$ cat config.mk
export PLATFORM = sky130hd
export DESIGN_NAME = tick_gen
export DESIGN_NICKNAME = d
export VERILOG_FILES = /design/src/rtl/tick_gen_pkg.sv /design/src/rtl/tick_gen_ch.sv /design/src/rtl/tick_gen.sv
export SDC_FILE = /design/constraint.sdc
export NUM_CORES = 1
export LEC_CHECK = 0
export CORE_MARGIN = 2
export CORE_UTILIZATION = 65
export DETAILED_ROUTE_END_ITERATION = 8
export PLACE_DENSITY = 0.89
export SYNTH_ARGS = -nofsm -noshare
export SYNTH_HDL_FRONTEND = slang
export SYNTH_SLANG_ARGS = --single-unit
$ cat constraint.sdc
create_clock -name clk -period 11.1 [get_ports clk]
set_clock_uncertainty 0.05 [all_clocks]
set_input_delay 2.775 -clock clk [delete_from_list [all_inputs] [get_ports clk]]
set_output_delay 2.775 -clock clk [all_outputs]
set_load 0.01 [all_outputs]
$ cat src/rtl/tick_gen_pkg.sv
// rtl/tick_gen_pkg.sv - shared constants and types for the multi-channel timebase generator
package tick_gen_pkg;

    localparam int unsigned CLK_HZ      = 100_000_000;
    localparam int unsigned SCAN_HZ     = 1_000;
    localparam int unsigned DEBOUNCE_HZ = 100;

    // A channel with divisor D ticks every D cycles and its square wave has a
    // period of 2*D cycles, so a square-wave rate f needs D = CLK_HZ / (2*f).
    function automatic int unsigned sq_div(input int unsigned sq_hz);
        return CLK_HZ / (2 * sq_hz);
    endfunction

    localparam int unsigned DIV_SCAN     = sq_div(SCAN_HZ);      // 50_000
    localparam int unsigned DIV_DEBOUNCE = sq_div(DEBOUNCE_HZ);  // 500_000

    // Width of the channel-select port; a single-channel build still gets one bit.
    function automatic int ch_w(input int n_ch);
        return (n_ch > 1) ? $clog2(n_ch) : 1;
    endfunction

    // Channel index wide enough for any sensible build; the write port is
    // zero-extended into this type so range checks never overflow.
    localparam int CH_IDX_MAX_W = 8;
    typedef logic [CH_IDX_MAX_W-1:0] ch_idx_t;

endpackage

$ cat src/rtl/tick_gen_ch.sv
// rtl/tick_gen_ch.sv - one timebase channel: counter, shadow divisor, tick and square wave
//
// Ports:
//   clk, rst    clock, asynchronous active-high reset
//   en          run enable; when low the counter and square wave hold
//   sync        restart strobe shared by all channels
//   wr          validated divisor write aimed at this channel
//   wr_div      divisor carried by the write (never zero here)
//   tick        registered one-cycle pulse per period
//   sq          registered square wave, toggles on every tick
module tick_gen_ch
    import tick_gen_pkg::*;
#(
    parameter int                 CNT_W   = 20,
    parameter logic [CNT_W-1:0]   DEF_DIV = CNT_W'(DIV_SCAN)
) (
    input  logic             clk,
    input  logic             rst,
    input  logic             en,
    input  logic             sync,
    input  logic             wr,
    input  logic [CNT_W-1:0] wr_div,
    output logic             tick,
    output logic             sq
);

    logic [CNT_W-1:0] cnt_q, cnt_d;
    logic [CNT_W-1:0] act_div_q, act_div_d;
    logic [CNT_W-1:0] shd_div_q, shd_div_d;
    logic             pend_q, pend_d;
    logic             tick_q, tick_d;
    logic             sq_q, sq_d;
    logic             term;

    always_comb begin
        cnt_d     = cnt_q;
        act_div_d = act_div_q;
        shd_div_d = shd_div_q;
        pend_d    = pend_q;
        tick_d    = 1'b0;
        sq_d      = sq_q;

        // ">=" rather than "==" so that a counter left beyond a freshly
        // shortened divisor wraps at once instead of running to 2^CNT_W.
        term = en && (cnt_q >= (act_div_q - CNT_W'(1)));

        if (sync) begin
            // Restart in phase; a same-cycle write beats any older shadow.
            cnt_d = '0;
            sq_d  = 1'b0;
            if (wr) begin
                act_div_d = wr_div;
                shd_div_d = wr_div;
                pend_d    = 1'b0;
            end else if (pend_q) begin
                act_div_d = shd_div_q;
                pend_d    = 1'b0;
            end
        end else begin
            if (en) begin
                if (term) begin
                    cnt_d  = '0;
                    tick_d = 1'b1;
                    sq_d   = ~sq_q;
                end else begin
                    cnt_d = cnt_q + CNT_W'(1);
                end
            end

            if (wr) begin
                shd_div_d = wr_div;
                // Stopped or at a period boundary: no period is in flight,
                // so the new divisor can take effect immediately.
                if (!en || term) begin
                    act_div_d = wr_div;
                    pend_d    = 1'b0;
                end else begin
                    pend_d    = 1'b1;
                end
            end else if (term && pend_q) begin
                act_div_d = shd_div_q;
                pend_d    = 1'b0;
            end
        end
    end

    always_ff @(posedge clk or posedge rst) begin
        if (rst) begin
            cnt_q     <= '0;
            act_div_q <= DEF_DIV;
            shd_div_q <= DEF_DIV;
            pend_q    <= 1'b0;
            tick_q    <= 1'b0;
            sq_q      <= 1'b0;
        end else begin
            cnt_q     <= cnt_d;
            act_div_q <= act_div_d;
            shd_div_q <= shd_div_d;
            pend_q    <= pend_d;
            tick_q    <= tick_d;
            sq_q      <= sq_d;
        end
    end

    assign tick = tick_q;
    assign sq   = sq_q;

endmodule

$ cat src/rtl/tick_gen.sv
// rtl/tick_gen.sv - multi-channel tick and square-wave timebase generator
//
// Ports:
//   clk, rst    100 MHz system clock, asynchronous active-high reset
//   en          per-channel run enable
//   sync        one-cycle strobe restarting every channel in phase
//   wr_en       divisor write strobe
//   wr_ch       target channel of the write
//   wr_div      new divisor, legal range 1..2^CNT_W-1
//   wr_err      one-cycle pulse after a rejected write
//   tick        per-channel one-cycle pulse each period
//   sq          per-channel 50 % square wave
module tick_gen
    import tick_gen_pkg::*;
#(
    parameter int                      CNT_W    = 20,
    parameter int                      N_CH     = 2,
    parameter logic [N_CH*CNT_W-1:0]   DEF_DIVS = {CNT_W'(DIV_DEBOUNCE), CNT_W'(DIV_SCAN)}
) (
    input  logic                    clk,
    input  logic                    rst,
    input  logic [N_CH-1:0]         en,
    input  logic                    sync,
    input  logic                    wr_en,
    input  logic [ch_w(N_CH)-1:0]   wr_ch,
    input  logic [CNT_W-1:0]        wr_div,
    output logic                    wr_err,
    output logic [N_CH-1:0]         tick,
    output logic [N_CH-1:0]         sq
);

    ch_idx_t wr_idx;
    logic    wr_ok;
    logic    wr_err_d, wr_err_q;

    // A write is accepted only for an existing channel and a non-zero divisor;
    // anything else leaves every channel untouched and raises wr_err.
    always_comb begin
        wr_idx   = ch_idx_t'(wr_ch);
        wr_ok    = wr_en && (wr_idx < ch_idx_t'(N_CH)) && (wr_div != '0);
        wr_err_d = wr_en && !wr_ok;
    end

    always_ff @(posedge clk or posedge rst) begin
        if (rst) begin
            wr_err_q <= 1'b0;
        end else begin
            wr_err_q <= wr_err_d;
        end
    end

    assign wr_err = wr_err_q;

    for (genvar i = 0; i < N_CH; i++) begin : g_ch
        tick_gen_ch #(
            .CNT_W   (CNT_W),
            .DEF_DIV (DEF_DIVS[i*CNT_W +: CNT_W])
        ) u_ch (
            .clk     (clk),
            .rst     (rst),
            .en      (en[i]),
            .sync    (sync),
            .wr      (wr_ok && (wr_idx == ch_idx_t'(i))),
            .wr_div  (wr_div),
            .tick    (tick[i]),
            .sq      (sq[i])
        );
    end

endmodule

; Word-level counts from Yosys, hierarchy flattened
; Index checks and enable logic that the tools add are counted.
[word_totals]
ff_bits = 127
in_bits = 27
[classes]
n_addsub = 4
order_cmp = 2
eq_ne = 4
n_mux = 38
bitwise_logic = 2
n_reduce_logical = 25
[ops]
columns = operator, n
row1 = two-way mux 20 bit, 18
row2 = "adder 20 x 1 -> 20 bit, second input constant", 2
row3 = >= comparator 20 bit, 2
row4 = "subtractor 20 x 1 -> 20 bit, second input constant", 2
row5 = two-way mux 1 bit, 20
row6 = nonzero test 20 bit, 1
row7 = logical AND 1 bit, 8
row8 = zero test 8 bit, 1
row9 = nonzero test 2 bit, 4
row10 = "inequality test 3 x 1 -> 1 bit, second input constant", 2
row11 = "inequality test 3 bit, second input constant", 2
row12 = AND reduction 3 bit, 2
row13 = nonzero test 3 bit, 2
row14 = AND reduction 2 bit, 2
row15 = zero test 1 bit, 3
row16 = logical OR 1 bit, 2
row17 = inverter 1 bit, 2

; Logic depth before layout (Yosys ltp)
; Gate-level depths: netlist (run 1).
[depth]
ltp_word = 7
mapped_depth = 16

; Modules after synthesis
; From an unflattened synthesis (run 1), not the netlist that was laid out.
[unflattened]
cells_unflattened = 944
hier_area_um2 = 8862.2
[by_module_without_submodules]
columns = module, instances, cells_per_inst, area_per_inst_um2
row1 = tick_gen_ch (g_ch[1].u_ch), 1, 465, 4377.9
row2 = tick_gen_ch (g_ch[0].u_ch), 1, 465, 4375.4
row3 = tick_gen, 1, 14, 108.9

; Worst setup path after synthesis (run 1)
; Ideal clock, no wire load.
[synth_path]
path_kind = input -> register
from = input wr_div[11]
to = register g_ch[1].u_ch.act_div_q[11]
setup_time_ns = 0.128
arrival_time_ns = 4.524
setup_slack_ns = 6.399
path_stages = 5
path_cell_list = or4_1 -> o311ai_4 -> buf_4 -> mux2_2 -> mux2_1
[synth_via]
elab_chain_cells = 5
elab_cells_between_ends = 11
[synth_lines]
columns = element, line_no
row1 = from (decl), tick_gen.sv:26  ; input logic [CNT_W-1:0] wr_div,
row2 = nonzero test 20 bit, tick_gen.sv:40  ; wr_ok = wr_en && (wr_idx < ch_idx_t'(N_CH)) && (wr_div != '0);
row3 = logical AND 1 bit, tick_gen.sv:40
row4 = logical AND 1 bit, tick_gen.sv:63  ; .wr (wr_ok && (wr_idx == ch_idx_t'(i))),
row5 = "two-way mux 20 bit, on equally long branches", "tick_gen_ch.sv:70, tick_gen_ch.sv:51"
row6 = two-way mux 20 bit (*), tick_gen_ch.sv:47  ; if (sync) begin
row7 = named net g_ch[1].u_ch.act_div_d[11], tick_gen_ch.sv:28  ; logic [CNT_W-1:0] act_div_q, act_div_d;
row8 = to (signal assigned), tick_gen_ch.sv:97  ; act_div_q <= act_div_d;
row9 = to (decl), tick_gen_ch.sv:28
; The timed path passes the listed nets; every way through them passes the cells marked *. The select of a mux whose other input is x is not followed.
; A chain may end at the register's enable or synchronous reset.

; Final worst setup path (run 1)
[layout_path]
from = input wr_div[15]
to = register g_ch[1].u_ch.act_div_q[4]
[layout_via]
elab_chain_cells = 5
elab_cells_between_ends = 10
[layout_lines]
columns = element, line_no
row1 = nonzero test 20 bit (*), tick_gen.sv:40
row2 = logical AND 1 bit (*), tick_gen.sv:40
row3 = logical AND 1 bit (*), tick_gen.sv:63
row4 = inequality test 3 x 1 -> 1 bit (no source line) (tied with other cells), --
row5 = AND reduction 3 bit (no source line) or two-way mux 20 bit (tied branches), --
; Mark *: on every way between the ends. The rest lies on a longest branch, timed or not.

==> results of run 1 <==
==> through the flow <==
stage / util, % / hold WS, ns / area [um2] / instances
6_report: 76.7 / 0.443 / 7950 / 821
5_1_grt: 76.7 / 0.459 / 7950 / 821
4_1_cts: 76.7 / 0.447 / 7950 / 821
3_5_place_dp: 70.8 / 0.429 / 7350 / 789
3_3_place_gp: 70.8 / 0.426 / 7350 / 789
2_1_floorplan: - / 0.410 / 6990 / 642
==> cells in the mapped netlist, drive strengths merged (2+ instances only) <==
library cell	instances
nor2	41
a221o	2
xnor2	28
o21ai	21
nor3	26
nand2	50
a211oi	2
a31oi	13
buf	17
nor2b	2
o21a	4
a21o	3
clkbuf	6
mux2i	2
o31ai	2
and4	2
or4	6
nand2b	6
dfstp	26
a32o	2
nand3b	3
a22o	11
ha	44
a2bb2oi	2
and2	2
or3	12
nand4	11
dfrtp	101
and3	8
inv	15
a21oi	27
nand3	21
nor4	15
or2	4
xor2	19
mux2	74
==> sequential cells by signal (all words and copies together), names as in the netlist <==
register	cells
g_ch.u_ch.shd_div_q	40
wr_err	1
g_ch.u_ch.act_div_q	40
g_ch.u_ch.sq	2
g_ch.u_ch.pend_q	2
g_ch.u_ch.cnt_q	40
g_ch.u_ch.tick	2
==> metal layers <==
metal	up-vias	part of all wire [%]	track usage (%)
met5	-	0	0
li1	2409	-	-
met3	59	6.2	7.63
met2	235	48	47.8
met1	2644	43	39.1
met4	0	3.1	14.5
==> placed cells by master, fill, tap and decap left out, drive strengths merged, types with 6 or more instances in the layout <==
cell type	synthesis	final
clkdlybuf4s50	0	31
nor3	26	26
mux2	74	74
or3	12	12
nor4	15	15
o21ai	21	21
xnor2	28	28
nand4	11	11
dfrtp	101	101
inv	15	17
xor2	19	19
nor2	41	41
a31oi	13	13
or4	6	6
nand3	21	21
clkbuf	6	20
nand2b	6	6
nand2	50	50
a21oi	27	27
ha	44	44
dfstp	26	26
a22o	11	11
and3	8	8
==> worst max-delay path, delay by kind of cell <==
family                 cells  cell delay [ns]
buffers and inverters      1             0.45
muxes                      1             0.40
AOI/OAI and AO/OA          1             1.04
and+or+nand+nor            4             1.65
==> worst max-delay path by stage <==
stage	to	slack [ns]	cells past startpoint	startpoint
final	g_ch[1].u_ch.act_div_q[4]$_DFFE_PP0P_	5.12	7	wr_div[15]
after global routing	g_ch[1].u_ch.act_div_q[4]$_DFFE_PP0P_	5.00	7	wr_div[15]
after CTS	g_ch[1].u_ch.act_div_q[4]$_DFFE_PP0P_	5.20	7	wr_div[15]
after detailed placement	g_ch[1].u_ch.act_div_q[4]$_DFFE_PP0P_	4.65	7	wr_div[15]
after global placement	g_ch[0].u_ch.act_div_q[5]$_DFFE_PP0P_	4.83	6	wr_div[15]
after floorplan	g_ch[0].u_ch.act_div_q[0]$_DFFE_PP0P_	4.93	1	rst
==> logic make-up after synthesis <==
kind of cell / count (synthesis)
compound gates: 99
xor+xnor: 47
fa+ha+maj: 44
buf+inv: 38
flops: 127
mux: 76
simple gates: 211
==> final cells by class <==
class	instances	area (um2)	share of cell area, %
Sequential cell	127	3210	40.4
Multi-Input combinational cell	477	3570	44.9
Clock buffer	20	445	5.60
Inverter	15	58.8	0.739
Clock inverter	12	160	2.01
Tap cell	136	170	2.14
Timing Repair Buffer	34	333	4.19
==> report_power, final <==
group	switching, mW	internal, mW
clock network	0.214	0.356
logic	0.141	0.136
registers	0.0656	0.547
total	0.421	1.04
==> results_dict.tcl, run 1 <==
set metrics [dict create \
    status "completed" \
    max_slew_margin_pct 21.9 \
    rrSetupSlack_ns 6.22 \
    drv_cap 0 \
    hpwl_mm 10.9 \
    synth.area.top_cells "dfrtp_1, mux2_2, dfstp_2, ha_1, xnor2_1" \
    cp.arrival_ns 6.35 \
    synth_warnings 0 \
    synthXorXnorAreaFrac_pct 5.89 \
    route.detailed.drc 0 \
    synth-simple-area-share_pct 15.3 \
    holdPathEnd "g_ch[0].u_ch.shd_div_q[10]$_DFFE_PP0P_" \
    synth_mux_area_share_pct 12.2 \
    numClockSinks 127 \
    tns_ns 0 \
    grt_pass1_wl_mm 27.0 \
    synth_edf_count 0 \
    hold_viol_final 0 \
    synth_top_family_by_area "simple AND/OR/NAND/NOR gates" \
    layout-drive-gt1-share_pct 20.3 \
    wire_per_inst_um 20.0 \
    post_cts_buffers 0 \
    fmax_mhz 167 \
    antenna_found_initial 0 \
    grt_max_degree 80 \
    dieWidth_um 108 \
    place.gp.congestion 0.891 \
    synth_flop_cell "dfrtp_1" \
    postSynthCellCount 642 \
    diodes 0 \
    synth_top_area_share_pct 36.2 \
    via_per_inst 6.51 \
    r2r-start "g_ch[1].u_ch.act_div_q[7]$_DFFE_PP0P_" \
    initial_core_util_pct 67.4 \
    yosysUniqueCellTypes 57 \
    hold_path.class "flop to flop" \
    dr.pass1.iters 5 \
    r2r_end "g_ch[1].u_ch.act_div_q[4]$_DFFE_PP0P_" \
    postRouteAntennaNets 0 \
    num_rows 37 \
    cts_buffers 17 \
    area.growth.synth_to_final_pct 13.8 \
    synth_fp_nets 713 \
    r2r_cells 12 \
    dp_slack_ns 4.65 \
    cts_hold_buf 0 \
    fill_cells 601 \
    cts_root_buf "clkbuf_8" \
    p_leak_nw 3.35 \
    endpoint_kind "flop" \
    pin_count 32 \
    die_h_um 108 \
    worst_pin_slew_ns 1.17 \
    yosysSeqAreaShare_pct 45.9 \
    fin_crit_sh_pct 53.8 \
    dieArea_um2 11600 \
    cp_max_fo 22 \
    synth_area_um2 6990 \
    grt.overflow.total 0 \
    cts_buffer_depth 2 \
    crit_path_start_kind "input port" \
    drtIter0Drc 657 \
    ys_ff_latch 127 \
    hold_path_depth 1 \
    grt_pass1_vias 5498 \
    hold_start "g_ch[0].u_ch.shd_div_q[10]$_DFFE_PP0P_" \
    clk_pin_slew_worst_paths_ns 0.06 \
    numPortBuffers 31 \
    syn_area_per_cell_um2 10.9 \
    fin_nets 743 \
    clk_latency_ns 0.54 \
    post_cts_resized 0 \
    htree_levels 4 \
    final_max_slew_viol_count 0 \
    core_area_um2 10400 \
    synthAdderAreaFrac_pct 7.88 \
    via_count 5347 \
    wl_mm 16.4 \
    path_cells "clkdlybuf4s50_1 -> nor4_1 -> nand3_1 -> o311ai_4 -> nand2_1 -> nand2_2 -> mux2_2" \
    worstPathRequired_ns 11.47 \
    ir_drop_uv 101 \
    rsz0062_at_grt "false" \
    critPathSlowestCell "o311ai_4" \
    layout_setup_ws_ns 5.12 \
    cts_tree "yes" \
    synth_compound_area_share_pct 9.87 \
    synthArstFlopShare_pct 100 \
    grt_use_total_pct 30.2 \
    period_needed_ns 5.98 \
    setup_violations 0 \
    power.total_mw 1.46 \
    cp_slowest_stage_delay_ns 1.04 \
    power_density_nw_per_um2 184 \
    crit_type "input port to flop" \
    yosysTopAreaCell "dfrtp_1" \
]
No activity file was read; power rests on OpenSTA's default activity.
==> inputs of run 2 (changes only) <==
--- a/config.mk
+++ b/config.mk
@@ -6,9 +6,9 @@
 export NUM_CORES = 1
 export LEC_CHECK = 0
 export CORE_MARGIN = 2
-export CORE_UTILIZATION = 65
+export CORE_UTILIZATION = 61
 export DETAILED_ROUTE_END_ITERATION = 8
-export PLACE_DENSITY = 0.89
+export PLACE_DENSITY = 0.84
 export SYNTH_ARGS = -nofsm -noshare
 export SYNTH_HDL_FRONTEND = slang
 export SYNTH_SLANG_ARGS = --single-unit
==> constraint.sdc (replaced) <==
create_clock -name clk -period 5.75 [get_ports clk]
set_clock_uncertainty 0.05 [all_clocks]
set_input_delay 1.4375 -clock clk [delete_from_list [all_inputs] [get_ports clk]]
set_output_delay 1.4375 -clock clk [all_outputs]
set_load 0.01 [all_outputs]
==> run 2 against run 1 <==
Sequential share of layout area about the same. Combinational power up 88%. Non-clock buffer count up 3. First-iteration DRC count down 45%. Core utilization down 6.5 points. Global-route usage down 3.7 points. Count of clock-buffer cells in the layout up 1. Sequential power up 92%. Worst hold slack worse by 0.00062 ns. Cell count up 1.2%. Largest cell class unchanged. Highest routed layer unchanged.
==> results_dict.tcl, run 2 (same netlist as run 1, synthesis figures left out) <==
set metrics [dict create \
    final_cell_mix "dfrtp_1, mux2_2, nand2_1" \
    cts_buffer_depth 2 \
    hold_path.class "flop to flop" \
    power.total_mw 2.74 \
    worst_pin_slew_ns 1.17 \
    r2r_cells 12 \
    p_leak_nw 3.34 \
    postRouteAntennaNets 0 \
    path_cells "or4_1 -> or3_1 -> nor3_1 -> nand3b_1 -> xor2_1 -> ha_1 -> and4_1 -> a221oi_1 -> nand4b_1 -> or2_1 -> nand2_2 -> mux2_2" \
    wl_mm 15.5 \
    grt_pass1_vias 5335 \
    final_max_slew_viol_count 0 \
    worstPathRequired_ns 6.00 \
    worst-path-stages 12 \
    crit_type "flop to flop" \
    clk_pin_slew_worst_paths_ns 0.06 \
    hpwl_mm 10.7 \
    route.detailed.drc 0 \
    rrSetupSlack_ns 0.88 \
    pin_count 32 \
    critical-path-top-delay-family "simple AND/OR/NAND/NOR gates" \
    endpoint_kind "flop" \
    post_cts_buffers 0 \
    dr.pass1.iters 5 \
    power_density_nw_per_um2 345 \
    drv_cap 0 \
    final_common_cell "dfrtp_1" \
    fmax_mhz 205 \
    cts_tree "yes" \
    cp_slowest_stage_delay_ns 0.59 \
    critPathSlowestCell "or4_1" \
    tns_ns 0 \
    place.gp.congestion 0.836 \
    grt_use_total_pct 26.5 \
    initial_core_util_pct 61.7 \
    cts_buffers 17 \
    cts_hold_buf 0 \
    die_h_um 111 \
    num_rows 39 \
    clk_latency_ns 0.42 \
    dieArea_um2 12300 \
    via_count 5286 \
    hold_start "g_ch[0].u_ch.shd_div_q[10]$_DFFE_PP0P_" \
    path_buf_inv 0 \
    dp_slack_ns 1.02 \
    ir_drop_uv 170 \
    max_slew_margin_pct 22.2 \
    via_per_inst 6.36 \
    period_needed_ns 4.87 \
    numClockSinks 127 \
    htree_levels 4 \
    grt_max_degree 50 \
    setup_violations 0 \
    grt_pass1_wl_mm 26.3 \
    numPortBuffers 31 \
    core_area_um2 11300 \
    r2r-start "g_ch[1].u_ch.act_div_q[7]$_DFFE_PP0P_" \
    area.growth.synth_to_final_pct 13.7 \
    wire_per_inst_um 18.7 \
    crit_path_start_kind "flop" \
    status "completed" \
    top_regs "g_ch.u_ch.act_div_q: 40 flops, g_ch.u_ch.cnt_q: 40 flops, g_ch.u_ch.shd_div_q: 40 flops" \
    hold_path_depth 1 \
    cp_max_fo 20 \
    post_cts_resized 0 \
    diodes 0 \
    grt.overflow.total 0 \
    antenna_found_initial 0 \
    drtIter0Drc 362 \
    hold_viol_final 0 \
    cts_root_buf "clkbuf_16" \
    r2r_end "g_ch[1].u_ch.act_div_q[1]$_DFFE_PP0P_" \
    fin_nets 746 \
    rsz0062_at_grt "false" \
    fin_crit_sh_pct 84.8 \
    layout_setup_ws_ns 0.877 \
    cp.arrival_ns 5.12 \
    dieWidth_um 111 \
    layout-drive-gt1-share_pct 20.3 \
    holdPathEnd "g_ch[0].u_ch.shd_div_q[10]$_DFFE_PP0P_" \
]
run 2: cell count changes in the layout (fill, tap and decap cells not counted), moves of 2 or more:
cell,previous run,this run
buf_4,3,6
clkbuf_1,1,3
clkbuf_8,3,1
clkinv_2,1,4
inv_6,2,0
run 2: area by class of cell:
type | count | area (um2)
Timing Repair Buffer | 37 | 355
Sequential cell | 127 | 3210
Tap cell | 143 | 179
Fill cell | 788 | 3370
Inverter | 15 | 58.8
Clock buffer | 21 | 450
Clock inverter | 11 | 119
Multi-Input combinational cell | 477 | 3570
run 2: worst register-to-register path: stages, from the launching register on:
cell and delay [ns]:
dfrtp_1 0.41, or4_1 0.59, or3_1 0.43, nor3_1 0.35, nand3b_1 0.16, xor2_1 0.18
ha_1 0.31, and4_1 0.18, a221oi_1 0.42, nand4b_1 0.28, or2_1 0.50, nand2_2 0.48
mux2_2 0.42
run 2: metrics by stage:
stage	area [um2]	hold WS, ns	util, %	cells
5_1_grt	7950	0.458	70.2	831
4_1_cts	7950	0.444	70.2	831
6_report	7950	0.442	70.2	831
3_5_place_dp	7380	0.429	65.2	799
2_1_floorplan	6990	0.410	-	642
3_3_place_gp	7380	0.428	65.2	799
run 2: metal layers:
metal  global-route usage [%]  vias to the layer above  part of all wire [%]  routed length, um
met5                        0                        -                     0                  0
met4                     8.89                        0                   2.3                356
met3                     6.07                       50                   5.4                840
met2                     42.2                      192                    48               7430
met1                     36.4                     2631                    44               6900
li1                         -                     2413                     -                  -
run 2: worst max path at each step:
stage | from | end | slack (ns)
after floorplan | rst | g_ch[0].u_ch.act_div_q[0]$_DFFE_PP0P_ | 0.92
after global placement | g_ch[1].u_ch.act_div_q[7]$_DFFE_PP0P_ | g_ch[1].u_ch.act_div_q[4]$_DFFE_PP0P_ | 1.24
after detailed placement | g_ch[1].u_ch.act_div_q[7]$_DFFE_PP0P_ | g_ch[1].u_ch.act_div_q[9]$_DFFE_PP0P_ | 1.02
after CTS | g_ch[1].u_ch.act_div_q[7]$_DFFE_PP0P_ | g_ch[1].u_ch.act_div_q[1]$_DFFE_PP0P_ | 0.92
after global routing | g_ch[1].u_ch.act_div_q[7]$_DFFE_PP0P_ | g_ch[1].u_ch.act_div_q[1]$_DFFE_PP0P_ | 0.52
final | g_ch[1].u_ch.act_div_q[7]$_DFFE_PP0P_ | g_ch[1].u_ch.act_div_q[1]$_DFFE_PP0P_ | 0.88
run 2: report_power, final:
part           switching (mW)  internal [mW]  total (mW)
Combinational           0.260          0.262       0.522
Clock                   0.394          0.645        1.04
Sequential              0.124           1.06        1.18
